<file path="config.mk">
export PLATFORM = sky130hd
export DESIGN_NAME = seq_pattern_tx
export DESIGN_NICKNAME = d
export VERILOG_FILES = /design/src/rtl/seq_pattern_tx.sv
export SDC_FILE = /design/constraint.sdc
export NUM_CORES = 1
export LEC_CHECK = 0
export CORE_UTILIZATION = 63
export DETAILED_ROUTE_END_ITERATION = 8
export DONT_BUFFER_PORTS = 1
export HOLD_SLACK_MARGIN = 0.06
export PLACE_DENSITY_LB_ADDON = 0.3
export SLEW_MARGIN = 20
export SYNTH_ARGS = -nofsm -noshare
export SYNTH_HDL_FRONTEND = slang
export SYNTH_SLANG_ARGS = --single-unit
</file>
<file path="constraint.sdc">
create_clock -name clk -period 2.55 [get_ports clk]
set_input_delay 0.255 -clock clk [delete_from_list [all_inputs] [get_ports clk]]
set_output_delay 0.255 -clock clk [all_outputs]
set_load 0.05 [all_outputs]
</file>
<file path="src/rtl/seq_pattern_tx.sv">
// Serial pattern transmitter: shifts a latched WIDTH-bit pattern out MSB-first,
// with a programmable repeat count (0 = continuous) and idle gap between repetitions.
module seq_pattern_tx #(
  parameter int               WIDTH           = 4,
  parameter logic [WIDTH-1:0] DEFAULT_PATTERN = 4'b1010,
  parameter int               CNT_W           = 8
) (
  input  logic             clk,
  input  logic             rstn,
  input  logic             start,
  input  logic             abort,
  input  logic [WIDTH-1:0] pattern,
  input  logic [CNT_W-1:0] repeat_cnt,
  input  logic [CNT_W-1:0] gap,
  output logic             out,
  output logic             valid,
  output logic             frame_start,
  output logic             busy,
  output logic             done
);

  localparam int IW = (WIDTH > 1) ? $clog2(WIDTH) : 1;
  localparam logic [IW-1:0] MSB_IDX = IW'(WIDTH - 1);

  typedef enum logic [1:0] {
    IDLE  = 2'd0,
    SHIFT = 2'd1,
    GAP   = 2'd2
  } state_t;

  state_t           state, state_n;
  logic [WIDTH-1:0] pat_q, pat_n;
  logic [CNT_W-1:0] rep_q, rep_n;
  logic [CNT_W-1:0] gap_q, gap_n;
  logic [CNT_W-1:0] gap_cnt, gap_cnt_n;
  logic [IW-1:0]    idx, idx_n, idx_dec;
  logic             out_n, valid_n, fs_n, busy_n, done_n;
  logic             more;

  always_ff @(posedge clk or negedge rstn) begin
    if (!rstn) begin
      state       <= IDLE;
      pat_q       <= DEFAULT_PATTERN;
      rep_q       <= '0;
      gap_q       <= '0;
      gap_cnt     <= '0;
      idx         <= '0;
      out         <= 1'b0;
      valid       <= 1'b0;
      frame_start <= 1'b0;
      busy        <= 1'b0;
      done        <= 1'b0;
    end else begin
      state       <= state_n;
      pat_q       <= pat_n;
      rep_q       <= rep_n;
      gap_q       <= gap_n;
      gap_cnt     <= gap_cnt_n;
      idx         <= idx_n;
      out         <= out_n;
      valid       <= valid_n;
      frame_start <= fs_n;
      busy        <= busy_n;
      done        <= done_n;
    end
  end

  always_comb begin
    state_n   = state;
    pat_n     = pat_q;
    rep_n     = rep_q;
    gap_n     = gap_q;
    gap_cnt_n = gap_cnt;
    idx_n     = idx;
    out_n     = 1'b0;
    valid_n   = 1'b0;
    fs_n      = 1'b0;
    busy_n    = 1'b0;
    done_n    = 1'b0;
    idx_dec   = idx - IW'(1);
    // A repeat count of zero means continuous: it is never decremented.
    more      = (rep_q == '0) || (rep_q != CNT_W'(1));

    if (abort) begin
      state_n   = IDLE;
      gap_cnt_n = '0;
      idx_n     = '0;
    end else begin
      case (state)
        IDLE: begin
          if (start) begin
            state_n = SHIFT;
            pat_n   = pattern;
            rep_n   = repeat_cnt;
            gap_n   = gap;
            idx_n   = MSB_IDX;
            out_n   = pattern[WIDTH-1];
            valid_n = 1'b1;
            fs_n    = 1'b1;
            busy_n  = 1'b1;
          end
        end
        SHIFT: begin
          busy_n = 1'b1;
          if (idx != '0) begin
            idx_n   = idx_dec;
            out_n   = pat_q[idx_dec];
            valid_n = 1'b1;
          end else if (more) begin
            if (rep_q != '0) rep_n = rep_q - CNT_W'(1);
            if (gap_q != '0) begin
              state_n   = GAP;
              gap_cnt_n = gap_q;
            end else begin
              idx_n   = MSB_IDX;
              out_n   = pat_q[WIDTH-1];
              valid_n = 1'b1;
              fs_n    = 1'b1;
            end
          end else begin
            // Final bit of final repetition: no trailing gap before done.
            state_n = IDLE;
            rep_n   = '0;
            busy_n  = 1'b0;
            done_n  = 1'b1;
          end
        end
        GAP: begin
          busy_n = 1'b1;
          if (gap_cnt <= CNT_W'(1)) begin
            state_n   = SHIFT;
            gap_cnt_n = '0;
            idx_n     = MSB_IDX;
            out_n     = pat_q[WIDTH-1];
            valid_n   = 1'b1;
            fs_n      = 1'b1;
          end else begin
            gap_cnt_n = gap_cnt - CNT_W'(1);
          end
        end
        default: state_n = IDLE;
      endcase
    end
  end

endmodule
</file>
==> impl_results.md <==
* I/O pin cnt at 29
* Synth cell types at 50
* Setup_tns at 0 ns
* Power Dens Cells at 887 nW/um2
* Syn nets at 249
* Status: finished, final reports clean
* Post-DR wirelength/cell at 18.0 um
* Worst-path clk slew at 0.11 ns
* Actual slew at the worst max-slew pin at 0.492 ns
* RePlAce Congestion at 0.931
* Critical path type: reg2reg
* Height of the die at 60.2 um
* Endpoints failing hold at 0
* Detailed-route DRC error count at 0
* Synth warnings at 0
* Most common cell in the netlist: dfrtp_1
* Max Cap Viol at 0
* Main combinational cell family by area after synthesis: simple AND/OR/NAND/NOR gates
* Synth Area in XOR/XNOR at 0.411%
* Pwr Total at 2.11 mW
* Max VDD drop at 619 uV
* Unrepaired setup endpoints after global routing: false
* Vias in the first global route at 1696
* Detail Placement HPWL at 3460 um
* Crit Path Max Fanout at 11
* Longest Clk Path Bufs at 2
* CTS Buf Count at 5
* Die X at 60.2 um
* Post-synthesis cell count at 219
* Sequential share of the synthesized area at 43.5%
* Top_reg_cell synth: dfrtp_1
* Crit. End Element: flop
* First-pass GRT wire length at 8180 um
* Post-route ant nets at 0
* Die area at 3620 um2
* Post-synth EDFFs at 0
* WP data required at 2.79 ns
* Commonest cells post-synth: 35 x dfrtp_1, 20 x nand2_1, 19 x nor2_1, 11 x a21oi_1, 11 x inv_1
* Clock root buffer: clkbuf_4
* Worst path arrival time at 2.53 ns
* Drt total wl at 5040 um
* Synth area leader: dfrtp_1
* Endpoints failing setup at 0
* Site Rows at 20
* Number of iterations in the first detailed-routing pass at 5
* CTS tree: done
* DR vias at 1835
* DRT iter0 DRCs at 179
* Async S/R FF share, synth at 100%
* Mean Syn Cell Area at 9.74 um2
* Period minus WS final at 2.28 ns
* GRT Overall Usage at 31.6%
* Synth area leaders: dfrtp_1 41%, mux2_2 4.2%, ha_1 3.5%
* Max-slew violations at 0
* Fmax at 438 MHz
* Nets at 264
* Register bit count reported by yosys at 37
* Hold Worst Slack at 0.115 ns
* Cts repair resizes at 0
* Largest net degree at the start of global routing at 38
* Synthesized area at 2130 um2
* Yosys top cell area share at 41.1%
* Antenna violations before repair at 0
* Mux share of post-synthesis cell area at 8.68%
* Post-synthesis compound-gate area fraction at 19.5%
* Core Region at 3130 um2
* CTS sink cnt at 37
* Critical Path Start Type: flop
* Worst-skew pair later-pin latency at 0.35 ns
* Synth-to-layout area growth at 11.7%
* Final global-route overflow total at 0
* Port-buffer cells at 0
* Hold WC Path Type: in2reg
* Post-synthesis adder-cell area fraction at 3.52%
* Clk_skew at 0.00612 ns
* CTS H-tree depth at 2
* Slew headroom at 67.1%
* Vias per cell at 6.58
* Initial core utilization at 68.2%
* Inserted Diodes at 0
* Leak Pwr at 1.02 nW
* Layout cells sized above 1 at 12.3%
* Simple-gate share of the synthesized area at 20.0%
* Tcrit/Tclk final at 89.5%
[critical path, cell delays in order, from the launching register on]
cell and delay [ns]:
dfrtp_1 0.43, inv_1 0.12, ha_1 0.34, mux2i_1 0.12
or3_1 0.35, a41oi_2 0.43, o21ai_0 0.19, a22o_1 0.21
[final cells by class]
cell class                      instances  area [um2]
Inverter                               11        41.3
Timing Repair Buffer                   17         175
Multi-Input combinational cell        162        1110
Sequential cell                        37         928
Tap cell                               44        55.1
Clock inverter                          1        5.00
Fill cell                             229         746
Clock buffer                            7        65.1
[kinds of logic (layout without fill, tap and decap cells)]
family | after synthesis | count (layout)
XOR/XNOR | 1 | 1
adder cells (fa/ha/maj) | 6 | 6
flip-flops | 37 | 37
buffers and inverters | 20 | 36
multiplexers | 17 | 17
AO/OA/AOI/OAI | 58 | 58
AND/OR/NAND/NOR | 80 | 80
[final timing paths]
path | slack [ns] | end | cells past startpoint | start
worst max-delay path | 0.27 | rep_q[4]$_DFFE_PN0P_ | 7 | idx[0]$_DFFE_PN0P_
worst min-delay path | 0.11 | gap_cnt[2]$_DFFE_PN0P_ | 3 | abort
worst max register to register | 0.27 | rep_q[4]$_DFFE_PN0P_ | 7 | idx[0]$_DFFE_PN0P_
worst min register to register | 0.52 | pat_q[2]$_DFFE_PN0P_ | 1 | pat_q[2]$_DFFE_PN0P_
max in group asynchronous | 1.94 | pat_q[1]$_DFFE_PN1P_ | 2 | rstn
min in group asynchronous | 0.36 | rep_q[6]$_DFFE_PN0P_ | 2 | rstn
[per-layer routing]
| layer | share of wire, % | vias to the layer above | GRT usage (%) | routed length, um |
|---|---|---|---|---|
| li1 | - | 843 | - | - |
| met1 | 42 | 878 | 43.1 | 2120 |
| met2 | 48 | 99 | 48.0 | 2430 |
| met3 | 7.4 | 15 | 7.14 | 371 |
| met4 | 2.3 | 0 | 13.3 | 114 |
| met5 | 0 | - | 0 | 0 |
[sequential cells by signal (all words and copies together) (netlist names)]
| signal | cells |
|---|---|
| out | 1 |
| frame_start | 1 |
| state | 2 |
| gap_q | 8 |
| busy | 1 |
| valid | 1 |
| gap_cnt | 8 |
| pat_q | 4 |
| idx | 2 |
| rep_q | 8 |
| done | 1 |
[cells in the final DEF, fill, tap and decap left out, types with 4 or more instances in the layout]
cell / instances
a221oi_1: 5
o21ai_0: 4
ha_1: 6
nor2_1: 19
nor3_1: 7
a21oi_1: 11
nand2_1: 20
nand3_1: 5
mux2i_1: 5
and3_1: 4
clkbuf_4: 5
nor4_1: 4
dlygate4sd3_1: 14
mux2_2: 8
inv_1: 11
o21ai_1: 9
mux2_1: 4
a31oi_1: 5
a22o_1: 7
dfrtp_1: 35
[through the flow]
step	util (%)	worst slack (ns)	instances	cell area, um2
floorplan	-	0.579	219	2130
global placement	68.8	0.434	256	2150
detailed placement	68.8	0.306	256	2150
CTS	76.2	0.283	279	2380
global route	76.2	0.0691	279	2380
finish	76.2	0.268	279	2380
[report_power, final]
group / total [mW] / switching (mW) / internal [mW]
clock: 0.354 / 0.194 / 0.160
combinational: 0.790 / 0.444 / 0.347
sequential: 0.969 / 0.224 / 0.746
[repair_timing]
action,CTS,global route
endpoints found under the hold margin,61,0
buffers inserted,0,0
hold buffers,15,0
Note: power is estimated with default switching activity, not from simulation.
